$ cat config.mk
export PLATFORM = sky130hd
export DESIGN_NAME = sad_block_search_flat
export DESIGN_NICKNAME = d
export VERILOG_FILES = /design/src/rtl/sad_block_search_pkg.sv /design/src/rtl/sad_block_search_if.sv /design/src/rtl/abs_diff.sv /design/src/rtl/sad_block_search_row_calc.sv /design/src/rtl/sad_block_search.sv /design/src/flat_wrapper.sv
export SDC_FILE = /design/constraint.sdc
export NUM_CORES = 2
export LEC_CHECK = 0
export CAP_MARGIN = 20
export CORE_MARGIN = 10
export CORE_UTILIZATION = 55
export CTS_BUF_LIST = sky130_fd_sc_hd__clkbuf_8
export CTS_CLUSTER_DIAMETER = 60
export DETAILED_ROUTE_END_ITERATION = 6
export PLACE_DENSITY = 0.83
export RECOVER_POWER = 25
export SLEW_MARGIN = 5
export SYNTH_ARGS = -nofsm -noshare
export SYNTH_HDL_FRONTEND = slang
export SYNTH_SLANG_ARGS = --single-unit
$ cat constraint.sdc
create_clock -name clk -period 9.1 [get_ports clk]
set_input_delay 0.91 -clock clk [delete_from_list [all_inputs] [get_ports clk]]
set_output_delay 0.91 -clock clk [all_outputs]
set_load 0.03 [all_outputs]
$ cat src/rtl/sad_block_search_pkg.sv
// sad_block_search_pkg
//   Shared definitions for the block SAD search unit: candidate indices,
//   candidate count, tie-break priority, candidate enable rule and the
//   controller state type.
package sad_block_search_pkg;

    localparam int NUM_CAND  = 5;

    localparam int CAND_RQ   = 0;  // right quarter-pel
    localparam int CAND_RH   = 1;  // right half-pel
    localparam int CAND_FULL = 2;  // integer position
    localparam int CAND_LH   = 3;  // left half-pel
    localparam int CAND_LQ   = 4;  // left quarter-pel

    typedef enum logic [1:0] {
        ST_ACCUM  = 2'd0,
        ST_DRAIN  = 2'd1,
        ST_SELECT = 2'd2,
        ST_HOLD   = 2'd3
    } state_t;

    // Tie-break order: rank 0 wins ties. The integer position is preferred,
    // then half-pel, then quarter-pel.
    function automatic int tie_cand(input int rank);
        case (rank)
            0:       return CAND_FULL;
            1:       return CAND_RH;
            2:       return CAND_LH;
            3:       return CAND_RQ;
            default: return CAND_LQ;
        endcase
    endfunction

    // Quarter-pel candidates only take part when enabled for the block.
    function automatic logic cand_enabled(input int cand, input logic qpel_en);
        return qpel_en || ((cand != CAND_RQ) && (cand != CAND_LQ));
    endfunction

endpackage

$ cat src/rtl/sad_block_search_if.sv
// sad_block_search_if
//   Row input stream and block result stream of sad_block_search.
//   Handshake: a transfer happens on a rising clk edge where valid and ready
//   are both high; the producer holds valid and its data stable until then,
//   and ready may be asserted independently of valid.
//   Row side   : in_valid/in_ready, in_last, filter_pix, ref_pix, cfg_qpel_en
//   Result side: out_valid/out_ready, sad, best_idx, sad_sat, row_cnt
//   dbg_state  : controller state, observation only
//   Modports   : master = row producer / result consumer, slave = the unit.
interface sad_block_search_if #(
    parameter int PIX_W    = 8,
    parameter int NUM_PIX  = 8,
    parameter int MAX_ROWS = 16,
    parameter int SAD_W    = 16
);
    import sad_block_search_pkg::*;

    localparam int CNT_W = $clog2(MAX_ROWS + 1);

    logic                        in_valid;
    logic                        in_ready;
    logic                        in_last;
    logic [NUM_PIX*PIX_W-1:0]    filter_pix;
    logic [NUM_PIX*PIX_W-1:0]    ref_pix;
    logic                        cfg_qpel_en;
    logic                        out_valid;
    logic                        out_ready;
    logic [NUM_CAND*SAD_W-1:0]   sad;
    logic [2:0]                  best_idx;
    logic                        sad_sat;
    logic [CNT_W-1:0]            row_cnt;
    state_t                      dbg_state;

    modport master (
        output in_valid, in_last, filter_pix, ref_pix, cfg_qpel_en, out_ready,
        input  in_ready, out_valid, sad, best_idx, sad_sat, row_cnt, dbg_state
    );

    modport slave (
        input  in_valid, in_last, filter_pix, ref_pix, cfg_qpel_en, out_ready,
        output in_ready, out_valid, sad, best_idx, sad_sat, row_cnt, dbg_state
    );

endinterface

$ cat src/rtl/abs_diff.sv
// abs_diff
//   Combinational absolute difference of two unsigned values.
//   a, b : operands (W bits)
//   d    : |a - b| (W bits)
module abs_diff #(
    parameter int W = 8
) (
    input  logic [W-1:0] a,
    input  logic [W-1:0] b,
    output logic [W-1:0] d
);

    assign d = (a >= b) ? (a - b) : (b - a);

endmodule

$ cat src/rtl/sad_block_search_row_calc.sv
// sad_row_calc
//   Combinational per-row work: horizontal sub-pixel interpolation of the
//   filter row, absolute differences against the reference row and the five
//   exact candidate row sums over pixels 1..NUM_PIX-2.
//   filter_pix : filter row, pixel i at [i*PIX_W +: PIX_W]
//   ref_pix    : reference row, same packing
//   row_sum    : exact row sum per candidate
module sad_row_calc
    import sad_block_search_pkg::*;
#(
    parameter int PIX_W   = 8,
    parameter int NUM_PIX = 8,
    parameter int ROW_W   = PIX_W + $clog2(NUM_PIX - 1)
) (
    input  logic [NUM_PIX*PIX_W-1:0] filter_pix,
    input  logic [NUM_PIX*PIX_W-1:0] ref_pix,
    output logic [ROW_W-1:0]         row_sum [NUM_CAND]
);

    // Two extra bits hold 3*F+F without overflow at all-ones pixels.
    localparam int IW   = PIX_W + 2;
    localparam int NPOS = NUM_PIX - 2;

    // Every interpolant lies within the pixel range, so each difference
    // fits in PIX_W bits.
    logic [PIX_W-1:0] diff [NPOS][NUM_CAND];

    // Edge reference pixels are never scored.
    logic unused_ref;
    assign unused_ref = ^{ref_pix[PIX_W-1:0], ref_pix[NUM_PIX*PIX_W-1 -: PIX_W]};

    for (genvar p = 0; p < NPOS; p++) begin : g_pos
        logic [IW-1:0] f_m, f_c, f_n, r_c;
        logic [IW-1:0] cand [NUM_CAND];
        logic [IW-1:0] d    [NUM_CAND];

        assign f_m = IW'(filter_pix[p*PIX_W +: PIX_W]);
        assign f_c = IW'(filter_pix[(p+1)*PIX_W +: PIX_W]);
        assign f_n = IW'(filter_pix[(p+2)*PIX_W +: PIX_W]);
        assign r_c = IW'(ref_pix[(p+1)*PIX_W +: PIX_W]);

        assign cand[CAND_RQ]   = ((f_c << 1) + f_c + f_n) >> 2;
        assign cand[CAND_RH]   = (f_c + f_n) >> 1;
        assign cand[CAND_FULL] = f_c;
        assign cand[CAND_LH]   = (f_m + f_c) >> 1;
        assign cand[CAND_LQ]   = (f_m + (f_c << 1) + f_c) >> 2;

        for (genvar c = 0; c < NUM_CAND; c++) begin : g_cand
            logic unused_d;
            abs_diff #(.W(IW)) u_abs_diff (
                .a (cand[c]),
                .b (r_c),
                .d (d[c])
            );
            assign diff[p][c] = d[c][PIX_W-1:0];
            assign unused_d   = ^d[c][IW-1:PIX_W];
        end
    end

    always_comb begin
        for (int c = 0; c < NUM_CAND; c++) begin
            row_sum[c] = '0;
            for (int p = 0; p < NPOS; p++) begin
                row_sum[c] = row_sum[c] + ROW_W'(diff[p][c]);
            end
        end
    end

endmodule

$ cat src/rtl/sad_block_search.sv
// sad_block_search
//   Accumulates five horizontal sub-pixel candidate SADs over a block of
//   rows (one row per cycle) and reports the block SADs with the index of
//   the best candidate.
//   clk, rst : clock, synchronous active-high reset
//   bus      : slave side of sad_block_search_if (row input, block result,
//              controller state)
//   Flow: ACCUM registers each accepted row's sums (stage 1) and folds the
//   previous stage-1 sums into the accumulators; DRAIN folds the last row;
//   SELECT registers the result; HOLD presents it until out_ready.
module sad_block_search
    import sad_block_search_pkg::*;
#(
    parameter int PIX_W    = 8,
    parameter int NUM_PIX  = 8,
    parameter int MAX_ROWS = 16,
    parameter int SAD_W    = 16
) (
    input  logic             clk,
    input  logic             rst,
    sad_block_search_if.slave bus
);

    localparam int ROW_W = PIX_W + $clog2(NUM_PIX - 1);
    localparam int CNT_W = $clog2(MAX_ROWS + 1);
    // One bit wider than either operand so the raw sum never wraps.
    localparam int SUM_W = ((SAD_W > ROW_W) ? SAD_W : ROW_W) + 1;
    localparam logic [SAD_W-1:0] SAD_MAX = '1;

    state_t                  state;
    logic [ROW_W-1:0]        row_sum  [NUM_CAND];
    logic [ROW_W-1:0]        s1_sum   [NUM_CAND];
    logic                    s1_valid;
    logic [SAD_W-1:0]        acc      [NUM_CAND];
    logic [SAD_W-1:0]        acc_add  [NUM_CAND];
    logic [SAD_W-1:0]        sad_q    [NUM_CAND];
    logic [NUM_CAND-1:0]     add_ovf;
    logic [NUM_CAND-1:0]     en_mask;
    logic [NUM_CAND*SAD_W-1:0] sad_flat;
    logic [2:0]              best_q;
    logic [2:0]              best_next;
    logic                    sat_q;
    logic                    sat_hit;
    logic                    out_valid_q;
    logic                    qpel_lat;
    logic [CNT_W-1:0]        row_cnt;
    logic                    accept;
    logic                    last_row;

    sad_row_calc #(
        .PIX_W   (PIX_W),
        .NUM_PIX (NUM_PIX),
        .ROW_W   (ROW_W)
    ) u_row_calc (
        .filter_pix (bus.filter_pix),
        .ref_pix    (bus.ref_pix),
        .row_sum    (row_sum)
    );

    assign accept   = bus.in_valid && (state == ST_ACCUM);
    // The row that fills the counter closes the block regardless of in_last.
    assign last_row = bus.in_last || (row_cnt == CNT_W'(MAX_ROWS - 1));

    // Saturating add of stage 1 into the accumulators.
    always_comb begin
        logic [SUM_W-1:0] wide;
        wide = '0;
        for (int c = 0; c < NUM_CAND; c++) begin
            wide       = SUM_W'(acc[c]) + SUM_W'(s1_sum[c]);
            add_ovf[c] = wide > SUM_W'(SAD_MAX);
            acc_add[c] = add_ovf[c] ? SAD_MAX : wide[SAD_W-1:0];
            en_mask[c] = cand_enabled(c, qpel_lat);
        end
    end

    // Disabled quarter-pel candidates never mark the block saturated.
    assign sat_hit = |(add_ovf & en_mask);

    // Minimum search in tie-priority order; only a strictly smaller value
    // displaces the current choice, so earlier ranks win ties.
    always_comb begin
        logic [SAD_W-1:0] best_val;
        int               c;
        c         = CAND_FULL;
        best_next = 3'(CAND_FULL);
        best_val  = acc[CAND_FULL];
        for (int k = 1; k < NUM_CAND; k++) begin
            c = tie_cand(k);
            if (en_mask[c] && (acc[c] < best_val)) begin
                best_next = 3'(c);
                best_val  = acc[c];
            end
        end
    end

    always_ff @(posedge clk) begin
        if (rst) begin
            state       <= ST_ACCUM;
            s1_valid    <= 1'b0;
            qpel_lat    <= 1'b0;
            row_cnt     <= '0;
            sat_q       <= 1'b0;
            out_valid_q <= 1'b0;
            best_q      <= 3'(CAND_FULL);
            for (int c = 0; c < NUM_CAND; c++) begin
                acc[c]    <= '0;
                s1_sum[c] <= '0;
                sad_q[c]  <= '0;
            end
        end else begin
            case (state)
                ST_ACCUM: begin
                    if (s1_valid) begin
                        acc   <= acc_add;
                        sat_q <= sat_q | sat_hit;
                    end
                    s1_valid <= accept;
                    if (accept) begin
                        s1_sum  <= row_sum;
                        row_cnt <= row_cnt + 1'b1;
                        if (row_cnt == '0) qpel_lat <= bus.cfg_qpel_en;
                        if (last_row) state <= ST_DRAIN;
                    end
                end
                ST_DRAIN: begin
                    if (s1_valid) begin
                        acc   <= acc_add;
                        sat_q <= sat_q | sat_hit;
                    end
                    s1_valid <= 1'b0;
                    state    <= ST_SELECT;
                end
                ST_SELECT: begin
                    best_q <= best_next;
                    for (int c = 0; c < NUM_CAND; c++) begin
                        sad_q[c] <= en_mask[c] ? acc[c] : SAD_MAX;
                    end
                    out_valid_q <= 1'b1;
                    state       <= ST_HOLD;
                end
                ST_HOLD: begin
                    if (bus.out_ready) begin
                        out_valid_q <= 1'b0;
                        row_cnt     <= '0;
                        sat_q       <= 1'b0;
                        for (int c = 0; c < NUM_CAND; c++) acc[c] <= '0;
                        state <= ST_ACCUM;
                    end
                end
                default: state <= ST_ACCUM;
            endcase
        end
    end

    always_comb begin
        sad_flat = '0;
        for (int c = 0; c < NUM_CAND; c++) begin
            sad_flat[c*SAD_W +: SAD_W] = sad_q[c];
        end
    end

    assign bus.in_ready  = (state == ST_ACCUM);
    assign bus.out_valid = out_valid_q;
    assign bus.sad       = sad_flat;
    assign bus.best_idx  = best_q;
    assign bus.sad_sat   = sat_q;
    assign bus.row_cnt   = row_cnt;
    assign bus.dbg_state = state;

endmodule

$ cat src/flat_wrapper.sv
// flat-port wrapper written by rule: the top's interface ports become plain ports
module sad_block_search_flat import sad_block_search_pkg::*;
#(
    parameter int PIX_W    = 8,
    parameter int NUM_PIX  = 8,
    parameter int MAX_ROWS = 16,
    parameter int SAD_W    = 16
)
  (clk, rst, bus_in_valid, bus_in_last, bus_filter_pix, bus_ref_pix, bus_cfg_qpel_en, bus_out_ready, bus_in_ready, bus_out_valid, bus_sad, bus_best_idx, bus_sad_sat, bus_row_cnt, bus_dbg_state);
  sad_block_search_if #(.PIX_W(PIX_W), .NUM_PIX(NUM_PIX), .MAX_ROWS(MAX_ROWS), .SAD_W(SAD_W)) bus_i ();
  input  logic clk;
  input  logic rst;
  input wire logic [$bits(bus_i.in_valid)-1:0] bus_in_valid;
  input wire logic [$bits(bus_i.in_last)-1:0] bus_in_last;
  input wire logic [$bits(bus_i.filter_pix)-1:0] bus_filter_pix;
  input wire logic [$bits(bus_i.ref_pix)-1:0] bus_ref_pix;
  input wire logic [$bits(bus_i.cfg_qpel_en)-1:0] bus_cfg_qpel_en;
  input wire logic [$bits(bus_i.out_ready)-1:0] bus_out_ready;
  output wire logic [$bits(bus_i.in_ready)-1:0] bus_in_ready;
  output wire logic [$bits(bus_i.out_valid)-1:0] bus_out_valid;
  output wire logic [$bits(bus_i.sad)-1:0] bus_sad;
  output wire logic [$bits(bus_i.best_idx)-1:0] bus_best_idx;
  output wire logic [$bits(bus_i.sad_sat)-1:0] bus_sad_sat;
  output wire logic [$bits(bus_i.row_cnt)-1:0] bus_row_cnt;
  output wire logic [$bits(bus_i.dbg_state)-1:0] bus_dbg_state;
  assign bus_i.in_valid = bus_in_valid;
  assign bus_i.in_last = bus_in_last;
  assign bus_i.filter_pix = bus_filter_pix;
  assign bus_i.ref_pix = bus_ref_pix;
  assign bus_i.cfg_qpel_en = bus_cfg_qpel_en;
  assign bus_i.out_ready = bus_out_ready;
  assign bus_in_ready = bus_i.in_ready;
  assign bus_out_valid = bus_i.out_valid;
  assign bus_sad = bus_i.sad;
  assign bus_best_idx = bus_i.best_idx;
  assign bus_sad_sat = bus_i.sad_sat;
  assign bus_row_cnt = bus_i.row_cnt;
  assign bus_dbg_state = bus_i.dbg_state;
  sad_block_search #(.PIX_W(PIX_W), .NUM_PIX(NUM_PIX), .MAX_ROWS(MAX_ROWS), .SAD_W(SAD_W)) u_core (.clk(clk), .rst(rst), .bus(bus_i));
endmodule
==> results.cfg <==
[logic_synthesis]
avgSynthCellArea_sq_um = 8.764
ys_async_sr_fraction_pct = 0
postSynthNetCount = 6140
synth-adder-area-share_pct = 37.79
mappedNetlistArea_sq_um = 42870
synthDominantCellAreaShare_pct = 23.76
ys_types = 88
synth-edff-count = 80
yosys-mux-area-fraction_pct = 6.327
synth_xor_area_share_pct = 7.947
postSynthCellCount = 4892
synth_area_leaders = sky130_fd_sc_hd__ha_1 (24%), sky130_fd_sc_hd__fa_1 (14%), sky130_fd_sc_hd__dfxtp_1 (7.0%)
post_synthesis_cell_type_with_the_largest_combined_area = sky130_fd_sc_hd__ha_1
yosysSeqAreaShare_pct = 12.56
synth.yosys.warnings = 0
synthSimpleGateAreaFrac_pct = 9.803
ys_seq_elements = 229
synth-compound-area-share_pct = 19.21
dominantRegCellSynth = sky130_fd_sc_hd__dfxtp_1
synth_top_family_by_area = adder cells

[detailed_routing]
drtIter0Drc = 2834
met3_wirelength_from_detailed_routing_um = 10380
drt_pre_antenna_iters = 7
route.detailed.vias_per_inst = 5.876
route.final.wire_length_um = 137300
antenna_left = 0
detailroute.via_count = 37575
met1_length_um = 56080
wl_per_cell_um = 21.46
topRoutingLayerUsed = met5
detailroute.wirelength.met2_um = 62600
drt_drc_violations_left = 1

[hold_path]
worst_hold_path_cells = 2
min_delay_path_class = reg -> reg
holdPathEnd = u_core.s1_sum[27]
hp-start = u_core.s1_sum[27]

[critical_path]
ff2ff_path_depth = 38
timing.rr.end = u_core.bus.best_idx[0]
regToRegStartpoint = u_core.acc[33]
slowest_stage = sky130_fd_sc_hd__fa_1
timing.critical_path.buf_inv = 5
critPathMaxFanout = 5
start_kind = input port
crit_path_max_incr_delay_ns = 0.58
critPathCaptureType = flop
cp_data_required_time_ns = 9.52
endpoint_arrival_time_on_the_critical_path_ns = 9.17
worst_reg2reg_setup_slack_ns = 0.73
worst-setup-path-type = in -> reg
cp_top_family = adder cells

[die]
core_region_area_sq_um = 77340
boundaryPins = 227
floorplan.die_area_sq_um = 89520
std_cell_rows = 102
die_h_um = 299.2
initial_utilization_pct = 55.44
fp.dieW_um = 299.2

[final_layout]
layout_common_cells = sky130_fd_sc_hd__ha_1 (814), sky130_fd_sc_hd__inv_1 (635), sky130_fd_sc_hd__a21oi_1 (503)
flow.area_growth_from_synthesis_pct = 14.17
finish.utilization_pct = 63.29
final_common_cell = sky130_fd_sc_hd__ha_1
final_layout_size_suffix_gt1_share_pct = 9.619
final_net_count = 6578

[global_routing]
groute.usage.overall_pct = 29.58
maximum_number_of_pins_on_one_net_before_global_route_repair = 76
antenna_found_initial = 2
global_route_wire_length_before_repair_um = 209600
grt_ovf = 0
grt_pass1_vias = 37320

[clock_tree]
cts_buffer_depth = 3
cts-buffers-inserted = 34
cts_num_sinks = 229
cts_htree_levels = 2
post-cts-setup-buffers = 0
worst_setup_hold_path_clk_slew_ns = 0.07
clock_tree.root_cell = sky130_fd_sc_hd__clkbuf_8
cts_tree = done
worst_skew_pair.late_latency_ns = 0.54

[timing]
worst_pin_slew_ns = 2.785
final_hold_vio_count = 0
final.setup_skew_ns = 0.03784
finalSetupViolCount = 0
layout_worst_path_cycle_share_pct = 96.14
final.min_clock_period_ns = 8.748
timing_max_transition_violations_final = 64
fmax_ghz = 0.1143
max-slew-margin-rel_pct = -85.69

[outcome]
status = finished, violations left
failed_checks = DRC, capacitance limit, slew limit

[place]
gpl.final_weighted_congestion = 1.037
place.port_buffers = 210
dp.final_hpwl_um = 116500

[run]
drv_cap = 1
## through the flow
| step | setup WS (ns) | area [sq um] | setup TNS (ns) | hold WS (ns) | std cells |
|---|---|---|---|---|---|
| 6_report | 0.3516 | 48950 | 0 | 0.4573 | 6395 |
| 5_1_grt | -0.007912 | 48950 | -0.007912 | 0.4695 | 6395 |
| 4_1_cts | 0.2987 | 48900 | 0 | 0.4589 | 6393 |
| 3_5_place_dp | -0.2136 | 48100 | -0.6353 | 0.4496 | 6333 |
| 3_3_place_gp | -0.06591 | 48100 | -0.06591 | 0.4432 | 6333 |
| 2_1_floorplan | 0.8332 | 42870 | 0 | 0.4355 | 4892 |
## area by class of cell
class	count	area (sq um)
Clock inverter	23	292.8
Timing Repair Buffer	492	4283
Sequential cell	229	5385
Clock buffer	37	509.2
Fill cell	6536	28390
Inverter	630	2365
Multi-Input combinational cell	3943	34810
Antenna cell	1	2.502
Tap cell	1040	1301
## worst reg2reg max path: cells and delay by family (launching register included)
family / cells / cell delay (ns)
adders and majority gates: 4 / 1.24
muxes: 3 / 0.89
buffers and inverters: 4 / 0.86
AOI/OAI and AO/OA: 18 / 3.23
DFF: 1 / 0.52
and+or+nand+nor: 9 / 1.52
## state kept, by name, indices dropped and copies added (netlist names), 2 cells and up
register / flops
u_core.acc: 80
u_core.bus.best_idx: 3
u_core.bus.dbg_state: 2
u_core.bus.row_cnt: 5
u_core.s1_sum: 55
u_core.sad_q: 80
## what timing repair did
| item | CTS | global route |
|---|---|---|
| hold buffers | 0 | 0 |
| resized for setup | 0 | 16 |
| endpoints found under the setup margin | 0 | 10 |
## cells in the mapped netlist, drive strengths merged, types with 19 or more instances
cell type,instances
a211oi,38
a21o,151
a21oi,509
a31oi,34
a41oi,21
and2,25
and3,28
buf,19
clkbuf,71
dfxtp,149
edfxtp,80
fa,300
ha,814
inv,630
mux2,117
mux2i,136
nand2,242
nand2b,59
nand3,39
nand4,25
nor2,273
nor2b,82
nor3,43
o211ai,27
o21a,30
o21ai,237
o21bai,119
xnor2,282
xor2,107
## kinds of logic after synthesis
kind of cell | after synthesis
AO/OA/AOI/OAI | 1312
adder cells (fa/ha/maj) | 1115
AND/OR/NAND/NOR | 874
buffers and inverters | 720
XOR/XNOR | 389
multiplexers | 253
flip-flops | 229
## worst max path at each step
| stage | from | end | slack, ns | depth (start not counted) |
|---|---|---|---|---|
| after floorplan | bus_filter_pix[2] | u_core.s1_sum[9] | 0.83 | 31 |
| after global placement | bus_filter_pix[10] | u_core.s1_sum[9] | -0.07 | 33 |
| after detailed placement | bus_filter_pix[10] | u_core.s1_sum[9] | -0.21 | 33 |
| after CTS | bus_filter_pix[10] | u_core.s1_sum[9] | 0.30 | 33 |
| after global routing | bus_filter_pix[17] | u_core.s1_sum[9] | -0.008 | 36 |
| final | bus_filter_pix[17] | u_core.s1_sum[9] | 0.35 | 33 |
## per-layer routing
metal | GRT usage, % | vias up
met3 | 3.885 | 368
met2 | 49.10 | 1483
met5 | 0 | -
met1 | 37.27 | 17905
li1 | - | 17817
met4 | 15.28 | 2
Power is left out: the tool's default activity adds up to more than one toggle a clock period on the data nets, which glitch-free logic cannot reach.
